[config.mk]
export PLATFORM = sky130hd
export DESIGN_NAME = wca_iq_packer
export DESIGN_NICKNAME = d
export VERILOG_FILES = /design/src/rtl/wca_hal_pkg.sv /design/src/rtl/wca_word_fifo.sv /design/src/rtl/wca_iq_packer.sv
export SDC_FILE = /design/constraint.sdc
export NUM_CORES = 1
export LEC_CHECK = 0
export ABC_AREA = 0
export ABC_CLOCK_PERIOD_IN_PS = 5700
export BUFFER_PORTS_ARGS = -buffer_cell sky130_fd_sc_hd__buf_2
export CAP_MARGIN = 15
export CORE_MARGIN = 4
export CORE_UTILIZATION = 40
export DETAILED_ROUTE_END_ITERATION = 10
export PLACE_DENSITY = 0.55
export SYNTH_ARGS = -nofsm -noshare
export SYNTH_HDL_FRONTEND = slang
export SYNTH_SLANG_ARGS = --single-unit
[constraint.sdc]
create_clock -name clock -period 5.7 [get_ports clock]
set_input_delay 1.14 -clock clock [delete_from_list [all_inputs] [get_ports clock]]
set_output_delay 1.14 -clock clock [all_outputs]
set_load 0.05 [all_outputs]
[src/rtl/wca_hal_pkg.sv]
// Shared HAL definitions for the I/Q packer: mode encoding, port word type,
// and the 12-to-8-bit sample reduction. Optional macro WCA_IQ_PACKER_ROUND_EN
// switches the reduction from truncation to round-half-up with saturation.
package wca_hal_pkg;

    localparam logic MODE_16B = 1'b0;
    localparam logic MODE_8B  = 1'b1;

    typedef logic [31:0] port_word_t;

    // Packing phase in 8-bit mode: waiting for the first or second sample.
    typedef enum logic {
        PH_FIRST  = 1'b0,
        PH_SECOND = 1'b1
    } phase_t;

    // Reduce a sign-extended sample of width sw to its top 8 bits.
    // sw must be at least 9 so that the rounding constant is meaningful.
    function automatic logic [7:0] reduce8(input logic signed [31:0] x,
                                           input int unsigned        sw);
        logic signed [31:0] r;
`ifdef WCA_IQ_PACKER_ROUND_EN
        r = (x + (32'sd1 <<< (sw - 9))) >>> (sw - 8);
        if (r > 127) begin
            return 8'h7F;
        end else if (r < -128) begin
            return 8'h80;
        end else begin
            return r[7:0];
        end
`else
        r = x >>> (sw - 8);
        return r[7:0];
`endif
    endfunction

endpackage

[src/rtl/wca_word_fifo.sv]
// Synchronous DEPTH-entry word FIFO with first-word-fall-through read port.
// A push while full is accepted only when a pop happens in the same cycle.
// Read data reads as zero while empty.
module wca_word_fifo
    import wca_hal_pkg::*;
#(
    parameter int DEPTH = 4
) (
    input  logic       clock,
    input  logic       reset_n,
    input  logic       push,
    input  port_word_t wr_data,
    input  logic       pop,
    output port_word_t rd_data,
    output logic       full,
    output logic       empty
);

    localparam int AW = (DEPTH > 1) ? $clog2(DEPTH) : 1;

    port_word_t      mem [DEPTH];
    logic [AW-1:0]   wr_ptr_q, wr_ptr_d;
    logic [AW-1:0]   rd_ptr_q, rd_ptr_d;
    logic [AW:0]     cnt_q, cnt_d;
    logic            do_push;
    logic            do_pop;

    assign empty   = (cnt_q == '0);
    assign full    = (cnt_q == (AW+1)'(DEPTH));
    assign do_pop  = pop && !empty;
    assign do_push = push && (!full || do_pop);
    assign rd_data = empty ? '0 : mem[rd_ptr_q];

    // Next-state pointers and occupancy; pointers wrap naturally modulo DEPTH.
    always_comb begin
        wr_ptr_d = wr_ptr_q;
        rd_ptr_d = rd_ptr_q;
        cnt_d    = cnt_q;
        if (do_push) begin
            wr_ptr_d = wr_ptr_q + AW'(1);
        end
        if (do_pop) begin
            rd_ptr_d = rd_ptr_q + AW'(1);
        end
        case ({do_push, do_pop})
            2'b10:   cnt_d = cnt_q + (AW+1)'(1);
            2'b01:   cnt_d = cnt_q - (AW+1)'(1);
            default: cnt_d = cnt_q;
        endcase
    end

    // Pointer and occupancy registers; reset empties the FIFO.
    always_ff @(posedge clock) begin
        if (!reset_n) begin
            wr_ptr_q <= '0;
            rd_ptr_q <= '0;
            cnt_q    <= '0;
        end else begin
            wr_ptr_q <= wr_ptr_d;
            rd_ptr_q <= rd_ptr_d;
            cnt_q    <= cnt_d;
        end
    end

    // Storage array; contents are qualified by occupancy so need no reset.
    always_ff @(posedge clock) begin
        if (do_push) begin
            mem[wr_ptr_q] <= wr_data;
        end
    end

endmodule

[src/rtl/wca_iq_packer.sv]
// I/Q sample packer: turns strobed SAMPLE_W-bit I/Q pairs into 32-bit port
// words (one pair per word in 16-bit mode, two pairs per word in 8-bit mode),
// buffers them in a small FIFO and counts words dropped on overflow.
// Optional macro WCA_IQ_PACKER_ROUND_EN enables rounding in 8-bit mode.
module wca_iq_packer
    import wca_hal_pkg::*;
#(
    parameter int SAMPLE_W = 12,
    parameter int DEPTH    = 4,
    parameter int OVF_W    = 8
) (
    input  logic                clock,
    input  logic                reset_n,
    input  logic                enable,
    input  logic                mode,
    input  logic                strobe_in,
    input  logic [SAMPLE_W-1:0] i_in,
    input  logic [SAMPLE_W-1:0] q_in,
    output logic [31:0]         out_data,
    output logic                out_valid,
    input  logic                out_ready,
    input  logic                clr_ovf,
    output logic                ovf_flag,
    output logic [OVF_W-1:0]    ovf_count
);

    phase_t              phase_q, phase_d;
    logic                mode_prev_q, mode_prev_d;
    logic [15:0]         hold_q, hold_d;
    logic                ovf_flag_q, ovf_flag_d;
    logic [OVF_W-1:0]    ovf_count_q, ovf_count_d;

    logic signed [31:0]  i_ext;
    logic signed [31:0]  q_ext;
    logic [7:0]          i8;
    logic [7:0]          q8;
    logic                accept;
    phase_t              phase_eff;
    logic                push;
    port_word_t          push_word;
    logic                pop;
    logic                drop;
    logic                fifo_full;
    logic                fifo_empty;
    port_word_t          fifo_rd_data;

    assign i_ext  = {{(32-SAMPLE_W){i_in[SAMPLE_W-1]}}, i_in};
    assign q_ext  = {{(32-SAMPLE_W){q_in[SAMPLE_W-1]}}, q_in};
    assign i8     = reduce8(i_ext, SAMPLE_W);
    assign q8     = reduce8(q_ext, SAMPLE_W);
    assign accept = strobe_in && enable;

    // Word assembly: a mode change or disable restarts the pair, dropping any held half.
    always_comb begin
        phase_eff   = (mode != mode_prev_q || !enable) ? PH_FIRST : phase_q;
        phase_d     = phase_eff;
        hold_d      = hold_q;
        mode_prev_d = mode;
        push        = 1'b0;
        push_word   = '0;
        if (accept) begin
            if (mode == MODE_16B) begin
                push      = 1'b1;
                push_word = {q_ext[15:0], i_ext[15:0]};
            end else if (phase_eff == PH_FIRST) begin
                hold_d  = {q8, i8};
                phase_d = PH_SECOND;
            end else begin
                push      = 1'b1;
                push_word = {q8, i8, hold_q};
                phase_d   = PH_FIRST;
            end
        end
    end

    assign pop  = out_ready && !fifo_empty;
    assign drop = push && fifo_full && !pop;

    // Overflow bookkeeping: clear beats a coincident drop; count saturates.
    always_comb begin
        ovf_flag_d  = ovf_flag_q;
        ovf_count_d = ovf_count_q;
        if (clr_ovf) begin
            ovf_flag_d  = 1'b0;
            ovf_count_d = '0;
        end else if (drop) begin
            ovf_flag_d = 1'b1;
            if (ovf_count_q != '1) begin
                ovf_count_d = ovf_count_q + OVF_W'(1);
            end
        end
    end

    // Control state: packing phase, previous mode and overflow status.
    always_ff @(posedge clock) begin
        if (!reset_n) begin
            phase_q     <= PH_FIRST;
            mode_prev_q <= MODE_16B;
            ovf_flag_q  <= 1'b0;
            ovf_count_q <= '0;
        end else begin
            phase_q     <= phase_d;
            mode_prev_q <= mode_prev_d;
            ovf_flag_q  <= ovf_flag_d;
            ovf_count_q <= ovf_count_d;
        end
    end

    // Held first half-word; only meaningful while phase is PH_SECOND.
    always_ff @(posedge clock) begin
        hold_q <= hold_d;
    end

    wca_word_fifo #(
        .DEPTH (DEPTH)
    ) u_fifo (
        .clock   (clock),
        .reset_n (reset_n),
        .push    (push),
        .wr_data (push_word),
        .pop     (pop),
        .rd_data (fifo_rd_data),
        .full    (fifo_full),
        .empty   (fifo_empty)
    );

    assign out_valid = !fifo_empty;
    assign out_data  = fifo_rd_data;
    assign ovf_flag  = ovf_flag_q;
    assign ovf_count = ovf_count_q;

endmodule

==> impl_metrics.csv <==
group,metric,value,unit
synthesis,synth.avg_cell_area,16.7,um2
floorplanning,dieArea,19100,um2
clocking,hold_buffers,0,
worst_hold_path,hp-start,"ovf_flag",
timing,slew_violations,0,
placed_design,dp_hpwl,8320,um
critical_path,r2r_cells,12,
layout,diodes,0,
clocking,clock-root-buffer,"clkbuf_16",
layout,fin_nets,522,
drt,wl_per_cell,18.6,um
synthesis,synth_nets,447,
clocking,clock-sinks,164,
global_route,grt_pass1_vias,3771,
global_route,grt_pass1_wl,20900,um
floorplanning,fp.dieH,138,um
critical_path,end_kind,"primary output",
worst_hold_path,hold_class,"register to register",
critical_path,start_kind,"register",
global_route,grt-ovfl-total,0,
floorplanning,ios,73,
clocking,cts_made_buffers,17,
timing,fin_hold_ws,0.487,ns
floorplanning,die_w,138,um
synthesis,synth_edf_count,144,
global_route,grt_max_degree,39,
power_and_ir_drop,powerDensity,383,nW/um2
drt,dr.first_iter.drc_count,191,
timing,hold_violations,0,
drt,firstDrtPassIters,5,
clocking,clock_path_buffers,2,
power_and_ir_drop,power,0.00303,W
timing,worst-slew-pin-transition,0.922,ns
critical_path,path_class,"register to primary output",
critical_path,worstPathRequired,4.56,ns
drt,vias_per_cell,5.12,
synthesis,yosysWarningCount,0,
global_route,grtUsageTotal,0.143,
synthesis,synthFlopType,"edfxtp_1",
timing,clock.fmax,274,MHz
synthesis,synth_seq_cells,164,
critical_path,path_max_fanout,19,
layout,drive_gt1_frac,0.289,
synthesis,ys_seq_area_frac,0.695,
clocking,cts_setup_buffers,0,
critical_path,r2r_slack,3.26,ns
floorplanning,initial_core_util,0.408,
drt,vias,3658,
worst_hold_path,hold_end,"ovf_flag",
clocking,path_clk_slew,0.06,ns
critical_path,crit_arrival,2.50,ns
layout,final_core_util,0.476,
timing,rsz0062_at_grt,"false",
timing,fin_worst_skew,0.00759,ns
clocking,clkLatencyLatePin,0.42,ns
layout,area_delta_synth_final,16.7,%
floorplanning,core,16600,um2
timing,fin_setup_tns,0,ns
clocking,ctsResizeCount,0,
synthesis,yosysTopAreaCell,"edfxtp_1",
timing,finalSetupViolCount,0,
synthesis,synth.top_cell.area_share,0.636,
synthesis,synth.most_common_cell,"edfxtp_1",
global_route,antenna_found_initial,0,
clocking,h-tree-depth,4,
floorplanning,rows,47,
power_and_ir_drop,leakage,2.84,nW
critical_path,r2r_end,"u_fifo.cnt_q[2]",
drt,drc_errors,0,
synthesis,ys_top_cells_by_area,"edfxtp_1, mux4_2, dfxtp_1",
synthesis,synth.distinct_cells,40,
outcome,status,"finished, final reports clean",
timing,relSlewSlack,0.386,
critical_path,r2r-start,"mode_prev_q",
drt,routed_wirelength,13300,um
drt,antenna_left,0,
clocking,cts_tree,"done",
timing,fin_crit,3.64,ns
power_and_ir_drop,irDropWorstVdd,0.209,mV
worst_hold_path,holdPathStages,2,
job,maxCapViolations,0,
timing,fin_crit_sh,0.639,
placed_design,io_buffers,72,
synthesis,asyncSetResetFlopFracSynth,0,
placed_design,gp_congestion,0.711,
synthesis,syn_inst,407,
synthesis,yosys-top-cells-count,"edfxtp_1, and2_1, mux4_2",
synthesis,syn_area,6800,um2
-- logic make-up after synthesis --
family          synth area share
flops                      0.695
fa+ha+maj                 0.0177
xor+xnor                 0.00902
compound gates            0.0225
buf+inv                   0.0186
mux                        0.144
simple gates              0.0928
-- metrics by stage --
step,setup WS [ns],std cells,instance area (um2)
after floorplan,2.44,407,6800
after global placement,1.89,682,7370
after detailed placement,1.81,682,7370
after CTS,1.93,714,7900
after global routing,1.87,715,7930
final,2.06,715,7930
-- layout make-up --
type,instances,area [um2]
sequential,164,4730
timing repair buffer,77,418
clock inverter,12,90.1
inverter,10,37.5
tap,220,275
multi-input combinational,212,1950
clock buffer,20,437
fill,1458,8710
-- critical path, cell delays in order (launching register included) --
cell	delay, ns
dfxtp_2	0.64
buf_4	0.46
mux4_2	0.55
and2_1	0.21
buf_2	0.22
-- worst max-delay path by stage --
stage                  start              end  slack [ns]  cells after the start
floorplan               mode  u_fifo.cnt_q[2]        2.44                     13
global placement        mode  u_fifo.cnt_q[2]        1.89                     14
detailed placement      mode  u_fifo.cnt_q[2]        1.81                     14
CTS                 register     out_data[10]        1.93                      4
global route        register     out_data[10]        1.87                      4
finish              register     out_data[10]        2.06                      4
-- sequential cells by signal (all words and copies together) (netlist names), named ones only --
register	flops
ovf_flag	1
u_fifo.rd_ptr_q	2
u_fifo.wr_ptr_q	2
phase_q	1
u_fifo.cnt_q	3
ovf_count	8
mode_prev_q	1
hold_q	16
u_fifo.mem	128
-- cells in the final DEF (no fill, tap or decap), types with 2 or more instances in the layout --
master / n
mux2i_1: 26
edfxtp_1: 144
dfxtp_1: 19
mux4_2: 32
o21ai_0: 4
xor2_1: 2
inv_1: 10
nor3_1: 2
nor2b_1: 3
ha_1: 8
clkinv_2: 3
and2_1: 39
and3_2: 4
nand2b_1: 2
xnor2_1: 5
nand2_1: 15
clkinv_1: 4
clkbuf_16: 17
a21oi_1: 13
buf_2: 72
or3_1: 4
buf_4: 4
clkbuf_1: 3
nand3_1: 6
nor2_1: 30
clkinvlp_4: 4
-- where the power goes --
part           switching, W  total, W  internal, W
Sequential        0.0000338   0.00136      0.00132
Clock              0.000432   0.00102     0.000591
Combinational      0.000433  0.000653     0.000220
-- layer usage --
metal  up-vias  GRT usage  wire length (um)
met3        11     0.0387               651
met5         -          0                 0
li1       1688          -                 -
met1      1859      0.188              5950
met4         0     0.0520               183
met2       100      0.229              6510
Note: power is estimated with default switching activity, not from simulation.
